--- src/rtl/button_step_conditioner_if.sv ---
// Signal bundle between the step conditioner and its user.
// Raw buttons and the repeat enable go in; one-cycle step strobes come out.
interface button_step_conditioner_if;
    logic btn_up;
    logic btn_down;
    logic repeat_en;
    logic up;
    logic down;
    logic EN;

    modport master (
        output btn_up, btn_down, repeat_en,
        input  up, down, EN
    );

    modport slave (
        input  btn_up, btn_down, repeat_en,
        output up, down, EN
    );
endinterface

--- src/rtl/button_step_conditioner.sv ---
// Turns two raw bouncing push-buttons into clean one-cycle up/down step strobes,
// with optional auto-repeat while a button is held and a lockout when both are pressed.
module button_step_conditioner #(
    parameter int unsigned DEB_CYCLES    = 1000,
    parameter int unsigned HOLD_CYCLES   = 50000,
    parameter int unsigned REPEAT_CYCLES = 10000,
    parameter int unsigned CNT_W         = 17,
    parameter bit          BTN_ACT_LOW   = 1'b0
) (
    input logic                      clk,
    input logic                      rst,
    button_step_conditioner_if.slave bus
);

    localparam logic [CNT_W-1:0] DEB_LAST  = CNT_W'(DEB_CYCLES - 1);
    localparam logic [CNT_W-1:0] HOLD_LAST = CNT_W'(HOLD_CYCLES - 1);
    localparam logic [CNT_W-1:0] REP_LAST  = CNT_W'(REPEAT_CYCLES - 1);
    localparam logic [CNT_W-1:0] ONE       = CNT_W'(1);

    typedef enum logic [1:0] {
        S_IDLE,
        S_HOLD,
        S_REPEAT,
        S_LOCK
    } state_t;

    // Index 0 is the up button, index 1 the down button.
    logic [1:0]       raw;
    logic [1:0]       sync1;
    logic [1:0]       sync2;
    logic [1:0]       db;
    logic [CNT_W-1:0] deb_cnt [2];

    state_t           state_q, state_d;
    logic             dir_q, dir_d;
    logic [CNT_W-1:0] timer_q, timer_d;
    logic             step_up, step_dn;
    logic             db_dir, db_oth;
    logic             up_q, down_q, en_q;

    assign raw = {bus.btn_down, bus.btn_up} ^ {2{BTN_ACT_LOW}};

    // NOTE: sequential state uses non-blocking assignments so every flop samples pre-edge values.
    always_ff @(posedge clk or negedge rst) begin
        if (!rst) begin
            sync1 <= '0;
            sync2 <= '0;
        end else begin
            sync1 <= raw;
            sync2 <= sync1;
        end
    end

    // NOTE: the two debounce counters are plain flops, not RAM, so they are reset like any register.
    always_ff @(posedge clk or negedge rst) begin
        if (!rst) begin
            db <= '0;
            for (int i = 0; i < 2; i++) deb_cnt[i] <= '0;
        end else begin
            for (int i = 0; i < 2; i++) begin
                if (sync2[i] == db[i]) begin
                    deb_cnt[i] <= '0;
                end else if (deb_cnt[i] == DEB_LAST) begin
                    db[i]      <= ~db[i];
                    deb_cnt[i] <= '0;
                end else begin
                    deb_cnt[i] <= deb_cnt[i] + ONE;
                end
            end
        end
    end

    assign db_dir = dir_q ? db[1] : db[0];
    assign db_oth = dir_q ? db[0] : db[1];

    // NOTE: every output of this block gets a default first, so no path can infer a latch.
    always_comb begin
        state_d = state_q;
        dir_d   = dir_q;
        timer_d = timer_q;
        step_up = 1'b0;
        step_dn = 1'b0;
        case (state_q)
            S_IDLE: begin
                if (db[0] && !db[1]) begin
                    step_up = 1'b1;
                    dir_d   = 1'b0;
                    timer_d = '0;
                    state_d = S_HOLD;
                end else if (db[1] && !db[0]) begin
                    step_dn = 1'b1;
                    dir_d   = 1'b1;
                    timer_d = '0;
                    state_d = S_HOLD;
                end else if (db[0] && db[1]) begin
                    state_d = S_LOCK;
                end
            end
            S_HOLD: begin
                if (!db_dir) begin
                    state_d = S_IDLE;
                end else if (db_oth) begin
                    state_d = S_LOCK;
                end else if (bus.repeat_en && timer_q >= HOLD_LAST) begin
                    step_up = !dir_q;
                    step_dn = dir_q;
                    timer_d = '0;
                    state_d = S_REPEAT;
                end else if (timer_q < HOLD_LAST) begin
                    // Saturates at the hold threshold so re-enabling repeat fires promptly.
                    timer_d = timer_q + ONE;
                end
            end
            S_REPEAT: begin
                if (!db_dir) begin
                    state_d = S_IDLE;
                end else if (db_oth) begin
                    state_d = S_LOCK;
                end else if (!bus.repeat_en) begin
                    state_d = S_HOLD;
                end else if (timer_q == REP_LAST) begin
                    step_up = !dir_q;
                    step_dn = dir_q;
                    timer_d = '0;
                end else begin
                    timer_d = timer_q + ONE;
                end
            end
            S_LOCK: begin
                if (db == 2'b00) state_d = S_IDLE;
            end
            default: state_d = S_IDLE;
        endcase
    end

    always_ff @(posedge clk or negedge rst) begin
        if (!rst) begin
            state_q <= S_IDLE;
            dir_q   <= 1'b0;
            timer_q <= '0;
            up_q    <= 1'b0;
            down_q  <= 1'b0;
            en_q    <= 1'b0;
        end else begin
            state_q <= state_d;
            dir_q   <= dir_d;
            timer_q <= timer_d;
            up_q    <= step_up;
            down_q  <= step_dn;
            en_q    <= step_up | step_dn;
        end
    end

    assign bus.up   = up_q;
    assign bus.down = down_q;
    assign bus.EN   = en_q;

endmodule

--- src/flat_wrapper.sv ---
// flat-port wrapper written by rule: the top's interface ports become plain ports
module button_step_conditioner_flat 
#(
    parameter int unsigned DEB_CYCLES    = 1000,
    parameter int unsigned HOLD_CYCLES   = 50000,
    parameter int unsigned REPEAT_CYCLES = 10000,
    parameter int unsigned CNT_W         = 17,
    parameter bit          BTN_ACT_LOW   = 1'b0
)
  (clk, rst, bus_btn_up, bus_btn_down, bus_repeat_en, bus_up, bus_down, bus_EN);
  button_step_conditioner_if bus_i ();
  input logic clk;
  input logic rst;
  input wire logic [$bits(bus_i.btn_up)-1:0] bus_btn_up;
  input wire logic [$bits(bus_i.btn_down)-1:0] bus_btn_down;
  input wire logic [$bits(bus_i.repeat_en)-1:0] bus_repeat_en;
  output wire logic [$bits(bus_i.up)-1:0] bus_up;
  output wire logic [$bits(bus_i.down)-1:0] bus_down;
  output wire logic [$bits(bus_i.EN)-1:0] bus_EN;
  assign bus_i.btn_up = bus_btn_up;
  assign bus_i.btn_down = bus_btn_down;
  assign bus_i.repeat_en = bus_repeat_en;
  assign bus_up = bus_i.up;
  assign bus_down = bus_i.down;
  assign bus_EN = bus_i.EN;
  button_step_conditioner #(.DEB_CYCLES(DEB_CYCLES), .HOLD_CYCLES(HOLD_CYCLES), .REPEAT_CYCLES(REPEAT_CYCLES), .CNT_W(CNT_W), .BTN_ACT_LOW(BTN_ACT_LOW)) u_core (.clk(clk), .rst(rst), .bus(bus_i));
endmodule
--- config.mk ---
export PLATFORM = sky130hd
export DESIGN_NAME = button_step_conditioner_flat
export DESIGN_NICKNAME = d
export VERILOG_FILES = /design/src/rtl/button_step_conditioner_if.sv /design/src/rtl/button_step_conditioner.sv /design/src/flat_wrapper.sv
export SDC_FILE = /design/constraint.sdc
export NUM_CORES = 1
export LEC_CHECK = 0
export CAP_MARGIN = 20
export CORE_MARGIN = 2
export CORE_UTILIZATION = 56
export CTS_BUF_LIST = sky130_fd_sc_hd__clkbuf_16
export DETAILED_ROUTE_END_ITERATION = 6
export PLACE_DENSITY = 0.87
export SYNTH_ARGS = -nofsm -noshare
export SYNTH_HDL_FRONTEND = slang
export SYNTH_SLANG_ARGS = --single-unit
export TNS_END_PERCENT = 50
--- constraint.sdc ---
create_clock -name clk -period 2.3 [get_ports clk]
set_input_delay 0.69 -clock clk [delete_from_list [all_inputs] [get_ports clk]]
set_output_delay 0.69 -clock clk [all_outputs]
set_load 0.02 [all_outputs]
==> load_flow_metrics.sql, run 1 <==
INSERT INTO impl_metrics (metric_group, metric, value, unit) VALUES
('global_routing', 'first_global_vias', '2859', ''),
('pwr', 'power', '0.00255', 'W'),
('critical_path', 'reg2reg_setup_slack', '0.02', 'ns'),
('yosys', 'synthesis.area_per_instance', '9.61', 'sq um'),
('cells_and_area', 'fin_area', '4170', 'sq um'),
('cells_and_area', 'layout_commonest_cell', 'dfrtp_1', ''),
('drt', 'firstDrtPassIters', '5', ''),
('floorplanning', 'coreArea', '5890', 'sq um'),
('cells_and_area', 'fill_cells', '405', ''),
('clock_network', 'numClockSinks', '63', ''),
('timing', 'period_minus_slack', '2.28', 'ns'),
('drt', 'highest-signal-layer', 'met4', ''),
('clock_network', 'clk-insertion-delay-late', '0.33', 'ns'),
('place', 'detailedPlace.worstSlack', '-0.0510', 'ns'),
('timing', 'report.final.slew_viol_count', '0', ''),
('timing', 'final_min_period_over_clock_period', '0.990', ''),
('pwr', 'leakagePower', '1.86', 'nW'),
('floorplanning', 'site_rows', '28', ''),
('global_routing', 'grt_start_max_net_pins', '34', ''),
('cells_and_area', 'most_frequent_cells_in_the_layout', '62 x dfrtp_1, 56 x nor2_1, 35 x buf_4', ''),
('floorplanning', 'fp.dieArea', '6660', 'sq um'),
('global_routing', 'wire_length_of_the_first_global_routing_pass', '12.9', 'mm'),
('place', 'port_buffers', '7', ''),
('global_routing', 'globalRoute.totalOverflow', '0', ''),
('clock_network', 'h_tree_depth', '3', ''),
('drt', 'route.detailed.wl_per_inst', '16.3', 'um'),
('critical_path', 'cp_slowest_cell', 'dfrtp_2', ''),
('critical_path', 'worstSetupStartpoint', 'u_core.db[1]$_DFFE_PN0P_', ''),
('clock_network', 'clock-root-buffer', 'clkbuf_16', ''),
('timing', 'tightest_slew', '0.590', 'ns'),
('cells_and_area', 'nNetsFinal', '416', ''),
('critical_path', 'crit_path_end', 'u_core.timer_q[14]$_DFFE_PN0P_', ''),
('timing', 'fin_ws', '0.0222', 'ns'),
('cells_and_area', 'n_antenna_cell', '0', ''),
('cells_and_area', 'layout.core_utilization', '0.708', ''),
('floorplanning', 'start_util', '0.573', ''),
('place', 'hpwlAfterDp', '5.19', 'mm'),
('global_routing', 'groute.usage.overall', '0.255', ''),
('critical_path', 'worst_r2r_endpoint', 'u_core.timer_q[14]$_DFFE_PN0P_', ''),
('critical_path', 'worstReg2RegStart', 'u_core.db[1]$_DFFE_PN0P_', ''),
('yosys', 'ys_ff_latch', '63', ''),
('clock_network', 'tritoncts', 'done', ''),
('timing', 'grt_setup_unrepaired', 'yes', ''),
('cells_and_area', 'layoutNonFillerInstCount', '479', ''),
('drt', 'detail_route.drc_violations', '0', ''),
('timing', 'hold_violations', '0', ''),
('yosys', 'syn_area', '3370', 'sq um'),
('critical_path', 'cp-end-kind', 'register', ''),
('drt', 'drt_first_iter_violations', '235', ''),
('job', 'drv_cap', '0', ''),
('critical_path', 'worstSetupPathType', 'register to register', ''),
('critical_path', 'worstPathArrival', '2.49', 'ns'),
('cells_and_area', 'layout-area-overhead-vs-synth', '23.5', '%'),
('clock_network', 'tritoncts.num_buffers', '9', ''),
('critical_path', 'r2r.worst_path.cells', '6', ''),
('drt', 'wl_met2', '3.97', 'mm'),
('run_status', 'run_status', 'complete, no violations', ''),
('timing', 'setup_viols_final', '0', ''),
('floorplanning', 'die_height', '81.6', 'um'),
('place', 'gp_congestion', '0.932', ''),
('yosys', 'yosys_most_used_dff', 'dfrtp_1', ''),
('cells_and_area', 'post_route_cells_drive_above_1_share', '0.218', ''),
('timing', 'timing.max_slew.rel_slack', '0.603', ''),
('critical_path', 'cp.depth', '6', ''),
('place', 'post-place-cells', '459', ''),
('yosys', 'mapped_cells', '351', ''),
('pwr', 'max-vdd-ir-drop', '543', 'uV'),
('yosys', 'synth_nets', '368', ''),
('yosys', 'synth-edff-count', '0', ''),
('yosys', 'seq_total_area_yosys', '0.467', ''),
('place', 'dpl_cell_area', '3770', 'sq um');
## synth_stat cells (all sizes together), types with 3 or more instances
library cell  number  area [sq um]
dfrtp             63          1580
nor2              57           230
nand2             34           128
xor2              24           210
nand3             19          95.1
nand4             15          93.8
a22o              13           126
nor3              13          65.1
ha                12           150
o21ai             12          60.1
inv               10          37.5
xnor2              8          70.1
a21oi              7          35.0
and3               7          43.8
nor4               6          37.5
clkbuf             5          18.8
a21o               4          35.0
a31oi              3          18.8
buf                3          31.3
mux2               3          33.8
nor2b              3          18.8
## logic make-up after synthesis
kind of cell    after synthesis  synth area share
fa+ha+maj                    12            0.0445
simple gates                170             0.251
buf+inv                      18            0.0260
flops                        63             0.467
mux                           4            0.0130
xor+xnor                     32            0.0831
compound gates               52             0.116
## report_power, final
part | leakage (nW) | switching, W | internal (W)
Combinational | 0.872 | 0.0000398 | 0.0000220
Sequential | 0.849 | 0.0000152 | 0.00112
Clock | 0.143 | 0.000516 | 0.000840
## registers in the layout, indices dropped and copies added, names as in the netlist
register / cells
u_core.deb_cnt: 34
u_core.dir_q: 1
u_core.sync1: 2
u_core.bus.up: 1
u_core.bus.down: 1
u_core.sync2: 2
u_core.state_q: 2
u_core.bus.EN: 1
u_core.db: 2
u_core.timer_q: 17
## routing by layer
layer,global-route usage,vias to the layer above
li1,-,1363
met1,0.310,1427
met2,0.434,95
met3,0.0692,18
met4,0.0967,0
met5,0,-
## what timing repair did
| item | 4_1_cts | 5_1_grt |
|---|---|---|
| gates resized for setup | 1 | 13 |
| hold buffers | 0 | 0 |
| setup buffers | 1 | 2 |
| setup endpoints to repair | 14 | 17 |
| pin swaps | 5 | 3 |
| cloned | 1 | 0 |
## worst register-to-register path, cell delays in order (launching register included)
cell,delay [ns]
dfrtp_2,0.44
or3b_4,0.41
a2111o_1,0.38
or3_4,0.34
and2_4,0.20
a21o_2,0.20
a22o_2,0.20
## metrics by stage
step                      setup TNS [ns]  hold slack, ns
final                                  0           0.226
after global routing             -0.0506           0.231
after CTS                              0           0.228
after floorplan                   -0.146           0.331
after detailed placement          -0.400           0.337
after global placement                 0           0.337
## cell type report
cell class / count / area, sq um / share of cell area
Clock inverter: 7 / 72.6 / 0.0174
Multi-Input combinational cell: 271 / 1790 / 0.430
Clock buffer: 9 / 225 / 0.0541
Tap cell: 75 / 93.8 / 0.0225
Inverter: 10 / 37.5 / 0.00901
Sequential cell: 63 / 1580 / 0.379
Timing Repair Buffer: 44 / 368 / 0.0883
## worst min path at each step
stage,from,end,slack [ns]
after floorplan,u_core.sync1[0]$_DFF_PN0_,u_core.sync2[0]$_DFF_PN0_,0.33
after global placement,u_core.sync1[0]$_DFF_PN0_,u_core.sync2[0]$_DFF_PN0_,0.34
after detailed placement,u_core.sync1[0]$_DFF_PN0_,u_core.sync2[0]$_DFF_PN0_,0.34
after CTS,rst,u_core.deb_cnt[26]$_DFF_PN0_,0.23
after global routing,rst,u_core.deb_cnt[25]$_DFF_PN0_,0.23
final,rst,u_core.deb_cnt[23]$_DFF_PN0_,0.23
Power figures use the tool's default switching activity.
==> run 2, diff against run 1 <==
ABC_CLOCK_PERIOD_IN_PS = 2300   (was unset)
SKIP_CTS_REPAIR_TIMING = 1   (was unset)
==> load_flow_metrics.sql, run 2 (synthesized netlist as in run 1, its figures left out) <==
INSERT INTO impl_metrics (metric_group, metric, value, unit) VALUES
('drt', 'detail_route.drc_violations', '0', ''),
('drt', 'drt_first_iter_violations', '210', ''),
('clock_network', 'tritoncts.num_buffers', '9', ''),
('place', 'hpwlAfterDp', '5.19', 'mm'),
('timing', 'final_min_period_over_clock_period', '1.00', ''),
('floorplanning', 'site_rows', '28', ''),
('clock_network', 'clock-root-buffer', 'clkbuf_16', ''),
('timing', 'setup_total_negative_slack', '-0.00427', 'ns'),
('clock_network', 'cts_buffer_depth', '2', ''),
('floorplanning', 'start_util', '0.573', ''),
('drt', 'route.detailed.wl_per_inst', '17.1', 'um'),
('critical_path', 'worstSetupPathType', 'register to register', ''),
('clock_network', 'tritoncts', 'done', ''),
('critical_path', 'timing.critical_path.max_delay_family', 'simple AND/OR/NAND/NOR gates', ''),
('job', 'drv_cap', '0', ''),
('place', 'dpl_cell_area', '3770', 'sq um'),
('run_status', 'run_status', 'finished, violations left', ''),
('timing', 'fmaxAchievable', '434', 'MHz'),
('critical_path', 'cp-end-kind', 'register', ''),
('critical_path', 'startpoint_type', 'register', ''),
('cells_and_area', 'largestRegisters', 'u_core.deb_cnt (34), u_core.timer_q (17)', ''),
('place', 'post-place-cells', '459', ''),
('cells_and_area', 'post_route_cells_drive_above_1_share', '0.227', ''),
('global_routing', 'grt_start_max_net_pins', '34', ''),
('timing', 'hold_violations', '0', ''),
('critical_path', 'cp.depth', '8', ''),
('drt', 'drt.antenna.violating_nets', '0', ''),
('critical_path', 'cp_slowest_cell', 'dfrtp_1', ''),
('timing', 'fin_ws', '-0.00427', 'ns'),
('drt', 'firstDrtPassIters', '5', ''),
('pwr', 'leakagePower', '1.88', 'nW'),
('timing', 'period_minus_slack', '2.30', 'ns'),
('floorplanning', 'ioPinCount', '8', ''),
('run_status', 'failed_checks', 'setup timing', ''),
('pwr', 'max-vdd-ir-drop', '544', 'uV'),
('clock_network', 'clk-insertion-delay-late', '0.33', 'ns'),
('min_path', 'worst_hold_path_type', 'primary input to asynchronous set/reset pin', ''),
('cells_and_area', 'layout_commonest_cell', 'dfrtp_1', ''),
('drt', 'route.final.wire_length', '8.24', 'mm'),
('timing', 'report.final.slew_viol_count', '0', ''),
('timing', 'timing.max_slew.rel_slack', '0.585', ''),
('critical_path', 'critPathMaxStageDelay', '0.41', 'ns'),
('cells_and_area', 'nNetsFinal', '418', ''),
('cells_and_area', 'largest_register_ff_count', '34', ''),
('critical_path', 'critical_path.cell_chain', 'ha_2 > and3_1 > and4b_1 > or3_4 > o221a_2 > buf_12 > o21ai_0 > a22o_2', ''),
('global_routing', 'globalRoute.totalOverflow', '0', ''),
('global_routing', 'grt_antenna_before_repair', '0', ''),
('critical_path', 'worst_r2r_endpoint', 'u_core.timer_q[7]$_DFFE_PN0P_', ''),
('drt', 'routed_via_density', '6.16', ''),
('critical_path', 'worstPathArrival', '2.58', 'ns'),
('global_routing', 'groute.usage.overall', '0.252', ''),
('timing', 'post_route_skew', '0.00770', 'ns'),
('critical_path', 'crit_required', '2.57', 'ns'),
('place', 'port_buffers', '7', ''),
('floorplanning', 'fp.dieArea', '6660', 'sq um'),
('floorplanning', 'coreArea', '5890', 'sq um'),
('clock_network', 'numClockSinks', '63', ''),
('floorplanning', 'die_height', '81.6', 'um'),
('cells_and_area', 'layoutNonFillerInstCount', '481', ''),
('place', 'gp_congestion', '0.932', ''),
('critical_path', 'worstReg2RegStart', 'u_core.timer_q[0]$_DFFE_PN0P_', ''),
('cells_and_area', 'layout-area-overhead-vs-synth', '24.5', '%'),
('drt', 'vias', '2963', ''),
('critical_path', 'reg2reg_setup_slack', '-0.004', 'ns'),
('clock_network', 'h_tree_depth', '3', ''),
('floorplanning', 'die_width', '81.6', 'um'),
('timing', 'setup_viols_final', '1', ''),
('pwr', 'power-per-cell-area', '607', 'nW/um^2'),
('cells_and_area', 'fin_area', '4200', 'sq um'),
('critical_path', 'r2r.worst_path.cells', '8', ''),
('critical_path', 'timing.critical_path.buf_inv', '1', ''),
('cells_and_area', 'n_antenna_cell', '0', ''),
('clock_network', 'cts.reportedPaths.clkPinSlew', '0.06', 'ns'),
('cells_and_area', 'largest-register', 'u_core.deb_cnt', ''),
('global_routing', 'first_global_vias', '2814', ''),
('critical_path', 'path_max_fanout', '10', ''),
('cells_and_area', 'most_frequent_cells_in_the_layout', '62 x dfrtp_1, 56 x nor2_1, 37 x buf_4', ''),
('timing', 'tightest_slew', '0.617', 'ns'),
('global_routing', 'wire_length_of_the_first_global_routing_pass', '12.8', 'mm');
## run 2: layout make-up
class	count	area, sq um
Tap cell	75	93.8
Fill cell	398	1680
Clock buffer	9	225
Timing Repair Buffer	46	383
Inverter	10	37.5
Multi-Input combinational cell	271	1810
Sequential cell	63	1580
Clock inverter	7	72.6
## run 2: report_power, final
part           internal [W]  switching (W)  total [W]  leakage (nW)
clock network      0.000839       0.000511    0.00135         0.143
registers           0.00112      0.0000153    0.00114         0.849
logic             0.0000220      0.0000400  0.0000620         0.891
total               0.00198       0.000567    0.00255          1.88
## run 2: worst max path at each step
stage	endpoint	start	slack (ns)
global route	u_core.timer_q[11]$_DFFE_PN0P_	u_core.timer_q[16]$_DFFE_PN0P_	-0.04
CTS	u_core.timer_q[7]$_DFFE_PN0P_	u_core.timer_q[11]$_DFFE_PN0P_	-0.08
detailed placement	u_core.timer_q[7]$_DFFE_PN0P_	u_core.timer_q[11]$_DFFE_PN0P_	-0.05
global placement	u_core.state_q[1]$_DFFE_PN0P_	bus_repeat_en	0.003
finish	u_core.timer_q[7]$_DFFE_PN0P_	u_core.timer_q[0]$_DFFE_PN0P_	-0.004
floorplan	u_core.timer_q[12]$_DFFE_PN0P_	u_core.db[1]$_DFFE_PN0P_	-0.04
## run 2: worst register-to-register path: stages, from the launching register on
cell and delay [ns]:
dfrtp_1 0.41, ha_2 0.20, and3_1 0.21, and4b_1 0.19, or3_4 0.35, o221a_2 0.34
buf_12 0.16, o21ai_0 0.21, a22o_2 0.16
## run 2: per-layer routing
| metal | vias to the layer above | track usage | routed length (um) |
|---|---|---|---|
| met5 | - | 0 | 0 |
| met4 | 0 | 0.0900 | 164 |
| met3 | 23 | 0.0626 | 564 |
| met2 | 128 | 0.429 | 4180 |
| met1 | 1448 | 0.311 | 3340 |
| li1 | 1364 | - | - |
## run 2: metrics by stage
step | power, W | hold slack, ns | util | worst slack [ns]
global route | 0.00263 | 0.231 | 0.714 | -0.0402
detailed placement | 0.00122 | 0.337 | 0.640 | -0.0510
CTS | 0.00257 | 0.228 | 0.690 | -0.0761
finish | 0.00255 | 0.226 | 0.714 | -0.00427
floorplan | 0.00117 | 0.331 | - | -0.0364
global placement | 0.00122 | 0.337 | 0.640 | 0.00314
==> run 3, diff against run 2 <==
CAP_MARGIN = 15   (was 20)
==> results of run 3 <==
Final layout, timing and power as in run 2 (identical DEF).
